**src/rtl/register_chain_pipeline.sv**
```systemverilog
// ---------------------------------------------------------------------------
// register_chain_pipeline
//
// A DEPTH-stage register chain that carries a WIDTH-bit word and a valid bit
// per stage. Data entering stage k may be bitwise inverted, selected per stage
// by INVERT_MASK[k]. The chain advances on CE, and FLUSH drops every in-flight
// entry. A registered OCCUPANCY count tracks how many stages hold valid data.
//
// Parameters
//   WIDTH        data width in bits (>= 1)
//   DEPTH        number of register stages (>= 1)
//   INVERT_MASK  per-stage inversion select, bit k applies to data entering k
//   INIT         reset value of every data stage
//
// Ports
//   CLK        in   1                   clock, rising edge
//   RESET      in   1                   synchronous active-high reset
//   I0         in   WIDTH               data into stage 0
//   I0_valid   in   1                   qualifies I0
//   CE         in   1                   advance enable (0 = stall)
//   FLUSH      in   1                   invalidate all in-flight entries
//   O0         out  WIDTH               stage DEPTH-1 data register
//   O0_valid   out  1                   stage DEPTH-1 valid bit
//   OCCUPANCY  out  $clog2(DEPTH+1)     number of valid stages
// ---------------------------------------------------------------------------
module register_chain_pipeline #(
  parameter int                 WIDTH       = 1,
  parameter int                 DEPTH       = 2,
  parameter logic [DEPTH-1:0]   INVERT_MASK = 2'b10,
  parameter logic [WIDTH-1:0]   INIT        = '0
) (
  input  logic                         CLK,
  input  logic                         RESET,
  input  logic [WIDTH-1:0]             I0,
  input  logic                         I0_valid,
  input  logic                         CE,
  input  logic                         FLUSH,
  output logic [WIDTH-1:0]             O0,
  output logic                         O0_valid,
  output logic [$clog2(DEPTH+1)-1:0]   OCCUPANCY
);

  localparam int                OCC_W   = $clog2(DEPTH + 1);
  localparam logic [OCC_W:0]    OCC_MAX = (OCC_W + 1)'(DEPTH);
  localparam logic [OCC_W:0]    OCC_ONE = (OCC_W + 1)'(1);

  // Stage k data and valid; index DEPTH-1 is the output stage.
  logic [WIDTH-1:0] data_p [DEPTH];
  logic [DEPTH-1:0] vld_p;
  logic [OCC_W-1:0] occ_p;

  // Conditional bitwise inversion applied to the word entering a stage.
  function automatic logic [WIDTH-1:0] stage_in(input logic [WIDTH-1:0] d,
                                                input logic             inv);
    return inv ? ~d : d;
  endfunction

  // Occupancy step: add the entry accepted at stage 0, retire the one leaving
  // the output stage. Clamped to 0..DEPTH so the count can never wrap.
  function automatic logic [OCC_W-1:0] occ_update(input logic [OCC_W-1:0] cur,
                                                  input logic             add,
                                                  input logic             sub);
    logic [OCC_W:0] acc;
    acc = {1'b0, cur} + {{OCC_W{1'b0}}, add};
    if (sub && (acc != '0)) acc = acc - OCC_ONE;
    if (acc > OCC_MAX) acc = OCC_MAX;
    return acc[OCC_W-1:0];
  endfunction

  // Data stages: advance on CE regardless of valid bits or FLUSH.
  always_ff @(posedge CLK) begin
    if (RESET) begin
      for (int k = 0; k < DEPTH; k++) data_p[k] <= INIT;
    end else if (CE) begin
      data_p[0] <= stage_in(I0, INVERT_MASK[0]);
      for (int k = 1; k < DEPTH; k++) data_p[k] <= stage_in(data_p[k-1], INVERT_MASK[k]);
    end
  end

  // Control stages: valid bits and occupancy. FLUSH wins over CE and also
  // drops the entry being offered on I0 in the same cycle.
  always_ff @(posedge CLK) begin
    if (RESET) begin
      vld_p <= '0;
      occ_p <= '0;
    end else if (FLUSH) begin
      vld_p <= '0;
      occ_p <= '0;
    end else if (CE) begin
      vld_p[0] <= I0_valid;
      for (int k = 1; k < DEPTH; k++) vld_p[k] <= vld_p[k-1];
      occ_p <= occ_update(occ_p, I0_valid, vld_p[DEPTH-1]);
    end
  end

  // Outputs come straight from registers.
  assign O0        = data_p[DEPTH-1];
  assign O0_valid  = vld_p[DEPTH-1];
  assign OCCUPANCY = occ_p;

endmodule

```
**config.mk**
```make
export PLATFORM = sky130hd
export DESIGN_NAME = register_chain_pipeline
export DESIGN_NICKNAME = d
export VERILOG_FILES = /design/src/rtl/register_chain_pipeline.sv
export SDC_FILE = /design/constraint.sdc
export NUM_CORES = 1
export LEC_CHECK = 0
export CORE_AREA = 2 2 39 41
export CTS_BUF_LIST = sky130_fd_sc_hd__clkbuf_8
export CTS_CLUSTER_DIAMETER = 80
export DETAILED_ROUTE_END_ITERATION = 10
export DIE_AREA = 0 0 41 43
export PLACE_DENSITY = 0.46
export SYNTH_ARGS = -nofsm -noshare
export SYNTH_HDL_FRONTEND = slang
export SYNTH_SLANG_ARGS = --single-unit
```
**constraint.sdc**
```tcl
create_clock -name CLK -period 3.1 [get_ports CLK]
set_clock_uncertainty 0.1 [all_clocks]
set_input_delay 0.62 -clock CLK [delete_from_list [all_inputs] [get_ports CLK]]
set_output_delay 0.62 -clock CLK [all_outputs]
set_load 0.1 [all_outputs]
```
# [Word level (Yosys, flattened, before mapping)]
# Memory sizes are Yosys's and may differ from the RTL's.
# Index checks and enable logic that the tools add are counted.
[op_classes] bitwise=3 muxes=12 reduce_logical=3 n_lt_le_gt_ge=1 addsub=2
[ops] operator="$mux 3" n=4
[ops] operator="$mux 1" n=7
[ops] operator="$add 2x1->3" n=1
[ops] operator="$gt 3x2->1 const B" n=1
[ops] operator="$reduce_bool 3->1" n=1
[ops] operator="$sub 3x1->3 const B" n=1
[ops] operator="$mux 2" n=1
[ops] operator="$or 1x1->1" n=2
[ops] operator="$reduce_or 2->1" n=1
[ops] operator="$logic_and 1x1->1" n=1
[ops] operator="$not 1->1" n=1
[word_totals] memories=1 input_bits=6 reg_bits=4 elab_cells=24 ramBits=2
[mem_list] name="data_p" depth=2 word_bits=1 read_ports=2 rd_clocked_by_memory_dff=0 wr=2 line_no="48" source="logic [WIDTH-1:0] data_p [DEPTH];"

# [Depth between registers and ports, before layout]
[logic_depth] depth_word=9 depth_mapped=8 mapped_depth_nobuf=8

# [Worst setup path after synthesis]
# OpenSTA, ideal clock, no wires.
[synth_path] path_type="register to register" from="reg occ_p[0] (netlist: OCCUPANCY[0])" to="reg occ_p[0] (netlist: OCCUPANCY[0])" t_required_ns=2.913 setup_ns=0.087 setup_slack_ns=0.572 synth_period_minus_slack_ns=2.528 stages_incl_launch_ff=9 arrival_ns=2.341 cell_sequence="dfxtp_1 -> ha_1 -> ha_1 -> inv_1 -> ha_1 -> ha_1 -> nand4b_1 -> o31a_1 -> o31ai_1"
[synth_between] elab_chain_cells=9 word_cells_on_any_way=10 cone_classes="add/sub: 2; order compare: 1; mux: 5; reduce/logical: 2"
[synth_rtl] item="start: declaration" line_no="50" source="logic [OCC_W-1:0] occ_p;"
[synth_rtl] item="start signal: assignment" line_no="92" source="occ_p <= occ_update(occ_p, I0_valid, vld_p[DEPTH-1]);"
[synth_rtl] item="$add 2x1->3 *" line_no="64" source="acc = {1'b0, cur} + {{OCC_W{1'b0}}, add};"
[synth_rtl] item="parallel branches: the longest is 2 deep, another holds $sub 3x1->3"
[synth_rtl] item="$mux 3 *" line_no="65" source="if (sub && (acc != '0)) acc = acc - OCC_ONE;"
[synth_rtl] item="$mux 3 *" line_no="89" source="end else if (CE) begin"
[synth_rtl] item="$mux 3 *" line_no="86" source="end else if (FLUSH) begin"
[synth_rtl] item="$mux 3 *" line_no="83" source="if (RESET) begin"
[synth_rtl] item="$gt 3x2->1" line_no="66" source="if (acc > OCC_MAX) acc = OCC_MAX;"
[synth_rtl] item="$mux 2 *" line_no="66"
# Every way passes the cells marked *. The select of a mux whose other input is x is not followed.
# A chain may end at the register's enable or synchronous reset.

# [Worst setup path after layout]
[layout_path] from="in I0_valid" to="reg occ_p[0] (netlist: OCCUPANCY[0])"
[layout_between] elab_chain_cells=9 word_cells_on_any_way=10 cone_classes="add/sub: 2; order compare: 1; mux: 5; reduce/logical: 2"
[layout_rtl] item="start: declaration" line_no="35" source="input logic I0_valid,"
[layout_rtl] item="$add 2x1->3 *" line_no="64"
[layout_rtl] item="parallel branches: the longest is 2 deep, another holds $sub 3x1->3"
[layout_rtl] item="$mux 3 *" line_no="65"
[layout_rtl] item="$mux 3 *" line_no="89"
[layout_rtl] item="$mux 3 *" line_no="86"
[layout_rtl] item="$mux 3 *" line_no="83"
[layout_rtl] item="$gt 3x2->1" line_no="66"
[layout_rtl] item="$mux 2 *" line_no="66"
# Marks and branches as above.

==> impl_metrics.csv <==
group,metric,value,unit
sta,rsz0062_at_grt,"no",
synth,ys_ff_latch,6,
sta,hold_viol_final,0,
clocking,cts.clk_slew.worst_paths,0.03,ns
global_route,grt_pass1_wl,1090,um
place,gp_congestion,0.655,
detailed_routing,viasPerCell,4.64,
detailed_routing,drt_iter0_drc,3,
synth,yosysSeqAreaShare,40.7,%
layout,fin_nets,55,
sta,period_minus_slack,2.56,ns
die,placementRows,14,
global_route,first_global_vias,267,
place,place_hpwl,518,um
clocking,cts_tree,"yes",
global_route,grt_start_max_net_pins,10,
critical_path,worstPathCellList,"clkdlybuf4s50_1 -> ha_1 -> ha_1 -> inv_1 -> ha_1 -> ha_1 -> nand4b_1 -> o31a_1 -> o31ai_1",
sta,worstMarginPinSlew,0.291,ns
layout,final_common_cell,"clkdlybuf4s50_1",
die,die_area,1760,um2
synth,netlist_area,344,um2
clocking,worstSkewPairLatency,0.22,ns
layout,syn_to_final_growth,39.6,%
die,start_util,24.9,%
critical_path,worstPathMaxFanout,3,
critical_path,crit_top_cell,"ha_1",
synth,postSynthAreaPerCell,10.8,um2
clocking,clockBufferDepth,2,
clocking,postCtsSetupBuffers,0,
worst_hold_path,min_from,"OCCUPANCY[1]",
status,outcome,"finished clean",
critical_path,slowest_delay,0.43,ns
detailed_routing,drc,0,
die,core_area,1380,um2
sta,setup_viol,0,
critical_path,start_kind,"input port",
critical_path,rrSetupSlack,1.09,ns
layout,fin_area,480,um2
worst_hold_path,hold_path.class,"reg2reg",
detailed_routing,routedWlPerCell,10.5,um
critical_path,ff2ff_path_depth,8,
layout,drive_gt1_share,20.9,%
sta,min_period_over_period,82.6,%
synth,syn-instance-count,32,
critical_path,cp-end-kind,"flop",
detailed_routing,ant_nets,0,
layout,num_antenna_cells,0,
global_route,grt-ovfl-total,0,
critical_path,setup.worst_path.end,"OCCUPANCY[0]",
place,placed_area,439,um2
layout,layout.cells.non_filler,59,
sta,final_max_slew_viol_count,0,
job,drv_cap,0,
synth,synth_cell_types,21,
die,chipWidth,41,um
power_and_ir_drop,p_per_area,501,nW/um2
sta,fmax,0.391,GHz
sta,fin_setup_tns,0,ns
synth,yosys_warnings,0,
critical_path,path_class,"in2reg",
sta,slew_headroom,80.3,%
clocking,cts_root_buf,"clkbuf_8",
clocking,ctsResizeCount,0,
critical_path,worstPathRequired,3.13,ns
detailed_routing,routed_wl,617,um
detailed_routing,drtPass1Iterations,4,
power_and_ir_drop,ir_drop,0.222,mV
clocking,hold_buffers,0,
synth,synth_nets,42,
critical_path,critPathSlowestCell,"clkdlybuf4s50_1",
power_and_ir_drop,leakage,0.000196,uW
clocking,h-tree-depth,1,
die,io_pins,10,
global_route,grt_antenna_before_repair,0,
clocking,numCtsBuffers,3,
global_route,grt_usage,9.45,%
critical_path,r2r_start,"OCCUPANCY[0]",
layout,final_cell_mix,"clkdlybuf4s50_1, dfxtp_1, ha_1, buf_4",
place,numPortBuffers,9,
critical_path,crit_start,"I0_valid",
clocking,clock-sinks,6,
place,dpl.cell_count,56,
critical_path,r2r-end,"OCCUPANCY[0]",
die,die_h,43,um
critical_path,cp.arrival,2.59,ns
detailed_routing,vias,274,
## how the worst min path moves through the flow
stage	endpoint	slack, ns	depth (start not counted)
5_1_grt	OCCUPANCY[0]	0.44	2
2_1_floorplan	vld_p[0]	0.39	2
4_1_cts	OCCUPANCY[1]	0.41	2
3_3_place_gp	OCCUPANCY[1]	0.40	2
6_report	OCCUPANCY[1]	0.41	2
3_5_place_dp	OCCUPANCY[1]	0.41	2
## Yosys cell counts
master    count  area [um2]
dfxtp_1       4        80.1
ha_1          4        50.1
inv_1         3        11.3
edfxtp_1      2        60.1
mux2i_1       2        20.0
nor3_1        2        10.0
a21boi_0      1        7.51
and3b_1       1        8.76
buf_2         1        5.00
nand2_1       1        3.75
nand2b_1      1        6.26
nand3b_1      1        7.51
nand4b_1      1        8.76
nor2_1        1        3.75
nor2b_4       1        13.8
nor3b_1       1        7.51
o311ai_0      1        8.76
o31a_1        1        8.76
o31ai_1       1        7.51
or2_2         1        6.26
xnor2_1       1        8.76
## stage by stage
stage / power (uW) / hold slack [ns] / worst slack (ns) / utilization (%)
3_5_place_dp: 127 / 0.408 / 0.323 / 31.7
2_1_floorplan: 114 / 0.393 / 0.572 / -
3_3_place_gp: 126 / 0.398 / 0.346 / 31.7
5_1_grt: 253 / 0.444 / 0.403 / 34.7
6_report: 241 / 0.405 / 0.541 / 34.7
4_1_cts: 242 / 0.414 / 0.534 / 34.7
## flip-flops by register name (all words and copies together), names as in the netlist
name	count
OCCUPANCY	2
data_p	2
vld_p	2
## per-layer routing
metal	global-route usage (%)	vias up	wire (um)
met2	13.1	13	283
met4	6.00	0	0
met5	0	-	0
met1	11.0	122	274
li1	-	139	-
met3	4.71	0	59
## cell families after synthesis
logic type                 Yosys count  synth area share, %
and+or+nand+nor                     11                 22.2
DFF                                  6                 40.7
AOI/OAI and AO/OA                    4                 9.46
buffers and inverters                4                 4.73
adders and majority gates            4                 14.5
muxes                                2                 5.82
xor gates and xnor gates             1                 2.55
## area by class of cell
| class | count | area, um2 |
|---|---|---|
| tap | 16 | 20.0 |
| multi-input combinational | 22 | 188 |
| clock buffer | 3 | 41.3 |
| timing repair buffer | 9 | 80.1 |
| sequential | 6 | 140 |
| fill | 139 | 903 |
| inverter | 3 | 11.3 |
## report_power, final
part | total (uW) | internal (uW) | switching, uW
Combinational | 38.9 | 15.6 | 23.3
Clock | 115 | 83.3 | 31.9
Sequential | 86.6 | 85.2 | 1.40
## critical path, delay by kind of cell
family / cells / cell delay [ns]
fa+ha+maj: 4 / 0.92
buf+inv: 2 / 0.49
compound gates: 2 / 0.36
simple gates: 1 / 0.20
(Power assumes the default switching activity.)
